File: config.mk
export PLATFORM = sky130hd
export DESIGN_NAME = bw_clk_fdbk_mon
export DESIGN_NICKNAME = d
export VERILOG_FILES = /design/src/rtl/bw_clk_fdbk_mon.sv
export SDC_FILE = /design/constraint.sdc
export NUM_CORES = 1
export LEC_CHECK = 0
export ABC_AREA = 1
export CAP_MARGIN = 30
export CORE_UTILIZATION = 54
export CTS_CLUSTER_DIAMETER = 200
export CTS_CLUSTER_SIZE = 30
export DETAILED_ROUTE_END_ITERATION = 8
export PLACE_DENSITY = 0.84
export SYNTH_ARGS = -nofsm -noshare
export SYNTH_HDL_FRONTEND = slang
export SYNTH_SLANG_ARGS = --single-unit
export TNS_END_PERCENT = 20
File: constraint.sdc
create_clock -name rclk -period 9.3 [get_ports rclk]
set_clock_uncertainty 0.2 [all_clocks]
set_input_delay 1.395 -clock rclk [delete_from_list [all_inputs] [get_ports rclk]]
set_output_delay 1.395 -clock rclk [all_outputs]
set_load 0.005 [all_outputs]
File: src/rtl/bw_clk_fdbk_mon.sv
// Multi-channel clock-feedback monitor: counts feedback-clock rising edges per window and grades them.
// Optional macro BW_CLK_FDBK_MON_HIST_EN adds per-channel min/max count history outputs.
module bw_clk_fdbk_mon #(
    parameter int NCH      = 4,
    parameter int CNT_W    = 12,
    parameter int WIN_W    = 16,
    parameter int SYNC_STG = 2
) (
    input  logic                 rclk,
    input  logic                 rst_l,
    input  logic [NCH-1:0]       fdbk_in,
    input  logic                 mon_en,
    input  logic [WIN_W-1:0]     win_len,
    input  logic [CNT_W-1:0]     exp_cnt,
    input  logic [CNT_W-1:0]     tol,
    input  logic                 fault_clr,
    output logic                 busy,
    output logic                 meas_vld,
    output logic [NCH*CNT_W-1:0] meas_cnt,
    output logic [NCH-1:0]       ch_ok,
    output logic [NCH-1:0]       ch_fault
`ifdef BW_CLK_FDBK_MON_HIST_EN
    ,
    output logic [NCH*CNT_W-1:0] cnt_min,
    output logic [NCH*CNT_W-1:0] cnt_max
`endif
);

    typedef enum logic [1:0] {
        ST_IDLE  = 2'd0,
        ST_ARM   = 2'd1,
        ST_COUNT = 2'd2,
        ST_EVAL  = 2'd3
    } state_t;

    state_t           state_reg, state_next;
    logic [WIN_W-1:0] win_cnt_reg;
    logic [CNT_W-1:0] exp_reg;
    logic [CNT_W-1:0] tol_reg;
    logic             meas_vld_reg;

    always_ff @(posedge rclk) begin
        if (!rst_l) begin
            state_reg    <= ST_IDLE;
            win_cnt_reg  <= '0;
            exp_reg      <= '0;
            tol_reg      <= '0;
            meas_vld_reg <= 1'b0;
        end else begin
            state_reg    <= state_next;
            meas_vld_reg <= (state_reg == ST_EVAL);
            if (state_reg == ST_ARM) begin
                // A zero-length window still needs one COUNT cycle to terminate.
                win_cnt_reg <= (win_len == '0) ? WIN_W'(1) : win_len;
                exp_reg     <= exp_cnt;
                tol_reg     <= tol;
            end else if (state_reg == ST_COUNT) begin
                win_cnt_reg <= win_cnt_reg - WIN_W'(1);
            end
        end
    end

    always_comb begin
        state_next = state_reg;
        case (state_reg)
            ST_IDLE:  if (mon_en) state_next = ST_ARM;
            ST_ARM:   state_next = mon_en ? ST_COUNT : ST_IDLE;
            ST_COUNT: begin
                if (!mon_en)
                    state_next = ST_IDLE;
                else if (win_cnt_reg == WIN_W'(1))
                    state_next = ST_EVAL;
            end
            ST_EVAL:  state_next = mon_en ? ST_ARM : ST_IDLE;
            default:  state_next = ST_IDLE;
        endcase
    end

    assign busy     = (state_reg != ST_IDLE);
    assign meas_vld = meas_vld_reg;

    generate
        for (genvar gi = 0; gi < NCH; gi++) begin : g_ch
            logic [SYNC_STG-1:0] sync_reg;
            logic                hist_reg;
            logic                rise;
            logic [CNT_W-1:0]    cnt_reg;
            logic [CNT_W-1:0]    meas_reg;
            logic                ok_reg;
            logic                fault_reg;
            logic [CNT_W:0]      diff;
            logic                pass;

            assign rise = sync_reg[SYNC_STG-1] & ~hist_reg;

            always_ff @(posedge rclk) begin
                if (!rst_l) begin
                    sync_reg <= '0;
                    hist_reg <= 1'b0;
                end else begin
                    sync_reg <= {sync_reg[SYNC_STG-2:0], fdbk_in[gi]};
                    hist_reg <= sync_reg[SYNC_STG-1];
                end
            end

            // Counter holds through EVAL; any other non-counting cycle clears it.
            always_ff @(posedge rclk) begin
                if (!rst_l) begin
                    cnt_reg <= '0;
                end else if (state_reg == ST_COUNT && mon_en) begin
                    if (rise && cnt_reg != '1)
                        cnt_reg <= cnt_reg + CNT_W'(1);
                end else if (state_reg != ST_EVAL) begin
                    cnt_reg <= '0;
                end
            end

            assign diff = (cnt_reg >= exp_reg) ? ({1'b0, cnt_reg} - {1'b0, exp_reg})
                                               : ({1'b0, exp_reg} - {1'b0, cnt_reg});
            assign pass = (diff <= {1'b0, tol_reg});

            always_ff @(posedge rclk) begin
                if (!rst_l) begin
                    meas_reg  <= '0;
                    ok_reg    <= 1'b0;
                    fault_reg <= 1'b0;
                end else begin
                    if (state_reg == ST_EVAL) begin
                        meas_reg <= cnt_reg;
                        ok_reg   <= pass;
                    end
                    // A new failure outranks a simultaneous clear.
                    fault_reg <= (fault_reg & ~fault_clr) | (meas_vld_reg & ~ok_reg);
                end
            end

            assign meas_cnt[gi*CNT_W +: CNT_W] = meas_reg;
            assign ch_ok[gi]                   = ok_reg;
            assign ch_fault[gi]                = fault_reg;

`ifdef BW_CLK_FDBK_MON_HIST_EN
            logic [CNT_W-1:0] min_reg, max_reg;
            logic [CNT_W-1:0] min_base, max_base;

            assign min_base = fault_clr ? '1 : min_reg;
            assign max_base = fault_clr ? '0 : max_reg;

            always_ff @(posedge rclk) begin
                if (!rst_l) begin
                    min_reg <= '1;
                    max_reg <= '0;
                end else if (state_reg == ST_EVAL) begin
                    min_reg <= (cnt_reg < min_base) ? cnt_reg : min_base;
                    max_reg <= (cnt_reg > max_base) ? cnt_reg : max_base;
                end else begin
                    min_reg <= min_base;
                    max_reg <= max_base;
                end
            end

            assign cnt_min[gi*CNT_W +: CNT_W] = min_reg;
            assign cnt_max[gi*CNT_W +: CNT_W] = max_reg;
`endif
        end
    endgenerate

endmodule

Yosys cells after proc, flatten, opt, wreduce, memory -nomap -nowiden
Cells that the tools add are included.
- bits in latches: 0
- logic and storage cells: 127
- bits in read-only memories: 0
- memories kept: 0
- bits in registers: 159
- RAM bits: 0
- multiplexer cells: 22
- bitwise logic cells: 25
- div/mod/pow operators: 0
- $mul: 0
- reduce and logical (&&, ||, !) cells: 15
- shift-type cells: 0
- equality and inequality tests: 15
- add/subtract/negate cells: 13
- $lt $le $gt $ge: 8
- operators with widths (operator ; number):
    12-bit 2-to-1 mux ; 9
    12-bit by 12-bit subtractor with 13-bit output ; 8
    13-bit by 12-bit <= comparator with 1-bit output ; 4
    13-bit 2-to-1 mux ; 4
    12-bit by 1-bit adder with 12-bit output (second input constant) ; 4
    12-bit greater-or-equal comparator ; 4
    16-bit 2-to-1 mux ; 3
    12-bit != test (second input constant) ; 4
    16-bit by 1-bit equality test with 1-bit output (second input constant) ; 1
    16-bit zero test ; 1
    16-bit by 1-bit subtractor with 16-bit output (second input constant) ; 1
    1-bit bitwise AND ; 12
    2-bit AND reduction ; 5
    1-bit inverter ; 9
    2-bit 2-to-1 mux ; 4
    2-bit != test (second input constant) ; 4
    2-bit case mux with 4 select lines ; 1
    2-bit nonzero test ; 3
    1-bit logical AND ; 5
    2-bit equality test (second input constant) ; 2
    2-bit by 1-bit != test with 1-bit output (second input constant) ; 2
    1-bit OR ; 4
    3-bit != test (second input constant) ; 1
    2-bit by 1-bit equality test with 1-bit output (second input constant) ; 1
    other kinds (2) ; 2

Depth between registers and ports, before layout
- word-level depth: 5
- depth in mapped cells: 29
- gate-level depth less buffers: 28

Least setup slack after synthesis
No wires, ideal clock.
- path type: flip-flop to flip-flop
- from: register exp_reg[1]
- to: register g_ch[2].ok_reg
- data required time: 8988 ps
- cell stages (with the launch flop): 27
- path slack: 5980 ps
- arrival time: 3008 ps
- setup time: 112 ps
- path buffers: 1
- cell sequence: dfxtp_1 inv_1 ha_1 nand2_2 o21ai_2 nand2_1 nand2_1 nand2_1 nand2_2 buf_2 nand2_1 nand2_1 inv_1 ha_1 nand2_1 nor2_1 nand2_1 nand3_1 nand2_1 nand2_1 nand2_1 nand2_1 nand2_1 nand2_1 nand2_1 nand2_1 nand2_1
- word-level cells in the longest chain between the ends: 3
- elaborated cells between the ends (all ways): 5
- RTL lines (what ; RTL line ; text):
    start, declared ; 38 ; logic [CNT_W-1:0] exp_reg;
    start signal, assigned ; 55 ; exp_reg <= exp_cnt;
    12-bit by 12-bit subtractor with 13-bit output (tied with other cells) ; 119 ; : ({1'b0, exp_reg} - {1'b0, cnt_reg});
    13-bit 2-to-1 mux * ; 118 ; assign diff = (cnt_reg >= exp_reg) ? ({1'b0, cnt_reg} - {1'b0, exp_reg})
    13-bit by 12-bit <= comparator with 1-bit output * ; 120 ; assign pass = (diff <= {1'b0, tol_reg});
    end signal, assigned ; 130 ; ok_reg <= pass;
    end, declared ; 89 ; logic ok_reg;
Mark *: on every way between the ends. The rest lies on a longest branch, timed or not.
A chain may end at the register's enable or synchronous reset.

Worst setup path in the final report
- from: register exp_reg[6]
- to: register g_ch[2].ok_reg
Same word-level chain as after synthesis.

==> impl_metrics.prom <==
# TYPE chip_impl_metric gauge
chip_impl_metric{name="max_slew_margin",unit=""} 0.594
chip_impl_metric{name="via_per_inst",unit=""} 5.53
chip_impl_metric{name="finalHoldViolations",unit=""} 0
chip_impl_metric{name="ant_nets",unit=""} 0
chip_impl_metric{name="timing.fmax",unit="MHz"} 243
chip_impl_info{name="worst_path_max_delay_cell",value="sky130_fd_sc_hd__dfxtp_1"} 1
chip_impl_metric{name="place_hpwl",unit="um"} 33500
chip_impl_metric{name="placement.io_buffers",unit=""} 105
chip_impl_metric{name="routabilityCongestion",unit=""} 0.998
chip_impl_metric{name="placementRows",unit=""} 57
chip_impl_metric{name="vias",unit=""} 13756
chip_impl_metric{name="track_usage",unit=""} 0.329
chip_impl_metric{name="worst-r2r-cell-count",unit=""} 28
chip_impl_metric{name="worst-r2r-setup-slack",unit="ns"} 5.19
chip_impl_info{name="cts_tree",value="yes"} 1
chip_impl_metric{name="synth_mux_area_frac",unit=""} 0
chip_impl_metric{name="vias_in_the_first_global_route",unit=""} 12936
chip_impl_metric{name="ys_async_sr_fraction",unit=""} 0
chip_impl_info{name="critPathMostFrequentCell",value="sky130_fd_sc_hd__nand2_1"} 1
chip_impl_metric{name="synth_adder_area_share",unit=""} 0.155
chip_impl_metric{name="grt_first_pass_wirelength",unit="um"} 67200
chip_impl_metric{name="dr.pass1.iters",unit=""} 5
chip_impl_metric{name="max-clock-path-buffers",unit=""} 2
chip_impl_metric{name="placeable_area",unit="um^2"} 24400
chip_impl_metric{name="synth_simple_gate_area_share",unit=""} 0.289
chip_impl_metric{name="p_leak",unit="nW"} 7.30
chip_impl_info{name="grt_setup_unrepaired",value="false"} 1
chip_impl_metric{name="area_post_placement",unit="um^2"} 14700
chip_impl_metric{name="postSynthCellCount",unit=""} 2086
chip_impl_metric{name="synthesis.area",unit="um^2"} 13500
chip_impl_metric{name="cp_max_fo",unit=""} 13
chip_impl_metric{name="initial_antenna_violation_count",unit=""} 0
chip_impl_info{name="setup.worst_path.end",value="g_ch[2].ok_reg"} 1
chip_impl_metric{name="area_growth_syn_to_layout",unit="%"} 12.9
chip_impl_metric{name="design.portCount",unit=""} 106
chip_impl_metric{name="routed_wire_length_per_instance",unit="um"} 16.9
chip_impl_metric{name="critPathRequiredTime",unit="ns"} 9.44
chip_impl_info{name="worst_setup_path_start_kind",value="flip-flop"} 1
chip_impl_metric{name="worstPathArrival",unit="ns"} 4.25
chip_impl_metric{name="max-vdd-ir-drop",unit="V"} 0.000112
chip_impl_info{name="critical_path.reg2reg.startpoint",value="exp_reg[6]"} 1
chip_impl_info{name="ys_dominant_reg_cell",value="sky130_fd_sc_hd__dfxtp_1"} 1
chip_impl_info{name="worst_setup_path_startpoint",value="exp_reg[6]"} 1
chip_impl_metric{name="cts_buffers",unit=""} 17
chip_impl_metric{name="fin_area",unit="um^2"} 15200
chip_impl_metric{name="internal_power",unit="W"} 0.00157
chip_impl_metric{name="postSynthAreaPerCell",unit="um^2"} 6.47
chip_impl_metric{name="clk_pin_slew_worst_paths",unit="ns"} 0.08
chip_impl_info{name="layout_commonest_cell",value="sky130_fd_sc_hd__nand2_1"} 1
chip_impl_metric{name="ctsHoldBuffers",unit=""} 0
chip_impl_info{name="most-common-layout-cells",value="sky130_fd_sc_hd__nand2_1 (547), sky130_fd_sc_hd__inv_1 (297), sky130_fd_sc_hd__a21oi_1 (166)"} 1
chip_impl_metric{name="clock_latency",unit="ns"} 0.44
chip_impl_metric{name="design.final.nets",unit=""} 2361
chip_impl_info{name="status",value="complete, no violations"} 1
chip_impl_metric{name="dieArea",unit="um^2"} 25600
chip_impl_metric{name="synth.yosys.warnings",unit=""} 0
chip_impl_metric{name="sequentialPowerShare",unit=""} 0.261
chip_impl_info{name="critical_path.reg2reg.endpoint",value="g_ch[2].ok_reg"} 1
chip_impl_info{name="synth_top_family_by_area",value="simple AND/OR/NAND/NOR gates"} 1
chip_impl_metric{name="power_frac_clock",unit=""} 0.254
chip_impl_metric{name="dr.first_iter.drc_count",unit=""} 1390
chip_impl_metric{name="final_max_slew_viol_count",unit=""} 0
chip_impl_metric{name="share_comb_of_total_power",unit=""} 0.485
chip_impl_metric{name="die_height",unit="um"} 160
chip_impl_metric{name="antenna_cell_count",unit=""} 0
chip_impl_metric{name="synthesis.nets",unit=""} 2296
chip_impl_metric{name="layout-drive-gt1-share",unit=""} 0.0601
chip_impl_metric{name="power.switching_fraction",unit=""} 0.451
chip_impl_metric{name="cts.sinks",unit=""} 159
chip_impl_metric{name="synth_compound_gate_area_share",unit=""} 0.162
chip_impl_info{name="timing.setup.critical_path_class",value="reg -> reg"} 1
chip_impl_metric{name="remaining_drc_errors",unit=""} 0
chip_impl_info{name="worstSetupEndpointType",value="flip-flop"} 1
chip_impl_metric{name="fp.dieW",unit="um"} 160
chip_impl_metric{name="synth_cell_type_count",unit=""} 54
chip_impl_metric{name="maximum_number_of_pins_on_one_net_before_global_route_repair",unit=""} 63
chip_impl_metric{name="totalWireLength",unit="um"} 42000
chip_impl_metric{name="maxCapViolations",unit=""} 0
chip_impl_metric{name="synth_enable_flop_cells",unit=""} 0
chip_impl_metric{name="globalRoute.totalOverflow",unit=""} 0
chip_impl_metric{name="postCtsResizedCells",unit=""} 0
chip_impl_metric{name="timing_worst_slew_pin_value",unit="ns"} 0.608
chip_impl_metric{name="net-switching-power",unit="W"} 0.00129
chip_impl_metric{name="cp_slowest_stage_delay",unit="ns"} 0.60
chip_impl_metric{name="power.density_cell_area",unit="nW/um^2"} 187
chip_impl_metric{name="ys_seq_area_frac",unit=""} 0.236
chip_impl_metric{name="synth_xor_xnor_area_share",unit=""} 0.0435
chip_impl_metric{name="setup_viol",unit=""} 0
chip_impl_metric{name="ys_seq_elements",unit=""} 159
chip_impl_metric{name="cts_setup_buffers",unit=""} 0
chip_impl_metric{name="cts-htree-levels",unit=""} 4
chip_impl_metric{name="setup_tns_final",unit="ns"} 0
chip_impl_metric{name="finalCritPeriodShare",unit=""} 0.442
chip_impl_metric{name="fin_crit",unit="ns"} 4.11
chip_impl_info{name="cts-root-buf",value="sky130_fd_sc_hd__clkbuf_16"} 1
chip_impl_metric{name="start_util",unit=""} 0.554
chip_impl_info{name="type_of_the_most_critical_hold_path",value="reg -> reg"} 1
## metal layers
layer | up-vias | GRT usage | wire, um
met3 | 83 | 0.0639 | 4020
met1 | 6234 | 0.461 | 19000
li1 | 6789 | - | -
met4 | 0 | 0.107 | 1110
met5 | - | 0 | 0
met2 | 650 | 0.503 | 17800
## layout make-up
type	count	area [um^2]
tap	324	405
clock inverter	15	168
timing repair buffer	112	1100
inverter	314	1190
sequential	159	3180
multi-input combinational	1547	8780
fill	2279	9140
clock buffer	17	425
## power by group through the flow
stage                     Clock [W]  Combinational, W  Sequential (W)
final                      0.000725           0.00138        0.000745
after global routing       0.000755           0.00158        0.000748
after CTS                  0.000724           0.00136        0.000744
after detailed placement          0           0.00135        0.000760
after global placement            0           0.00132        0.000759
after floorplan                   0           0.00106        0.000745
## how the worst min path moves through the flow
| stage | from | end | slack [ns] | depth (start not counted) |
|---|---|---|---|---|
| floorplan | g_ch[0].sync_reg[0] | g_ch[0].sync_reg[1] | 0.19 | 2 |
| global placement | g_ch[1].sync_reg[0] | g_ch[1].sync_reg[1] | 0.19 | 2 |
| detailed placement | g_ch[0].sync_reg[0] | g_ch[0].sync_reg[1] | 0.21 | 2 |
| CTS | g_ch[0].sync_reg[0] | g_ch[0].sync_reg[1] | 0.23 | 2 |
| global route | g_ch[2].sync_reg[1] | g_ch[2].hist_reg | 0.26 | 2 |
| finish | g_ch[0].sync_reg[0] | g_ch[0].sync_reg[1] | 0.23 | 2 |
## critical path: cells and delay by family (launching register included)
kind | cells | cell delay [ns]
DFF | 1 | 0.60
AOI/OAI and AO/OA | 1 | 0.07
buffers and inverters | 3 | 0.59
and+or+nand+nor | 22 | 1.77
adders and majority gates | 2 | 0.77
## Yosys cell counts, types with 6 or more instances
cell / instances / share of area
sky130_fd_sc_hd__buf_4: 18 / 0.010
sky130_fd_sc_hd__o21ai_2: 6 / 0.0039
sky130_fd_sc_hd__a21oi_2: 10 / 0.0065
sky130_fd_sc_hd__a21oi_1: 166 / 0.062
sky130_fd_sc_hd__inv_1: 297 / 0.083
sky130_fd_sc_hd__inv_2: 12 / 0.0033
sky130_fd_sc_hd__o21ai_1: 17 / 0.0063
sky130_fd_sc_hd__o22ai_1: 8 / 0.0037
sky130_fd_sc_hd__xor2_1: 62 / 0.040
sky130_fd_sc_hd__nand4_1: 18 / 0.0083
sky130_fd_sc_hd__a31oi_1: 7 / 0.0032
sky130_fd_sc_hd__ha_1: 154 / 0.14
sky130_fd_sc_hd__o21ai_0: 146 / 0.054
sky130_fd_sc_hd__o21a_1: 8 / 0.0044
sky130_fd_sc_hd__nor2_2: 15 / 0.0069
sky130_fd_sc_hd__buf_2: 19 / 0.0070
sky130_fd_sc_hd__nor3_1: 17 / 0.0063
sky130_fd_sc_hd__nand2_2: 23 / 0.011
sky130_fd_sc_hd__clkbuf_1: 25 / 0.0069
sky130_fd_sc_hd__dfxtp_1: 159 / 0.24
sky130_fd_sc_hd__o21bai_1: 8 / 0.0044
sky130_fd_sc_hd__nor4_1: 6 / 0.0028
sky130_fd_sc_hd__fa_1: 8 / 0.012
sky130_fd_sc_hd__nand3_1: 104 / 0.039
sky130_fd_sc_hd__nor2_1: 166 / 0.046
sky130_fd_sc_hd__nand2_1: 547 / 0.15
## cells by family after synthesis
kind of cell / Yosys count
xor+xnor: 67
simple gates: 920
flops: 159
fa+ha+maj: 162
compound gates: 398
buf+inv: 380
## per-stage QoR
step | util | total power [W] | hold slack, ns | instances | setup WS, ns
after floorplan | - | 0.00180 | 0.190 | 2086 | 5.98
after global placement | 0.600 | 0.00208 | 0.194 | 2455 | 5.03
after detailed placement | 0.601 | 0.00211 | 0.207 | 2456 | 5.27
after CTS | 0.625 | 0.00283 | 0.225 | 2488 | 5.26
after global routing | 0.625 | 0.00309 | 0.260 | 2488 | 4.76
final | 0.625 | 0.00285 | 0.227 | 2488 | 5.19
Note: power is estimated with default switching activity, not from simulation.
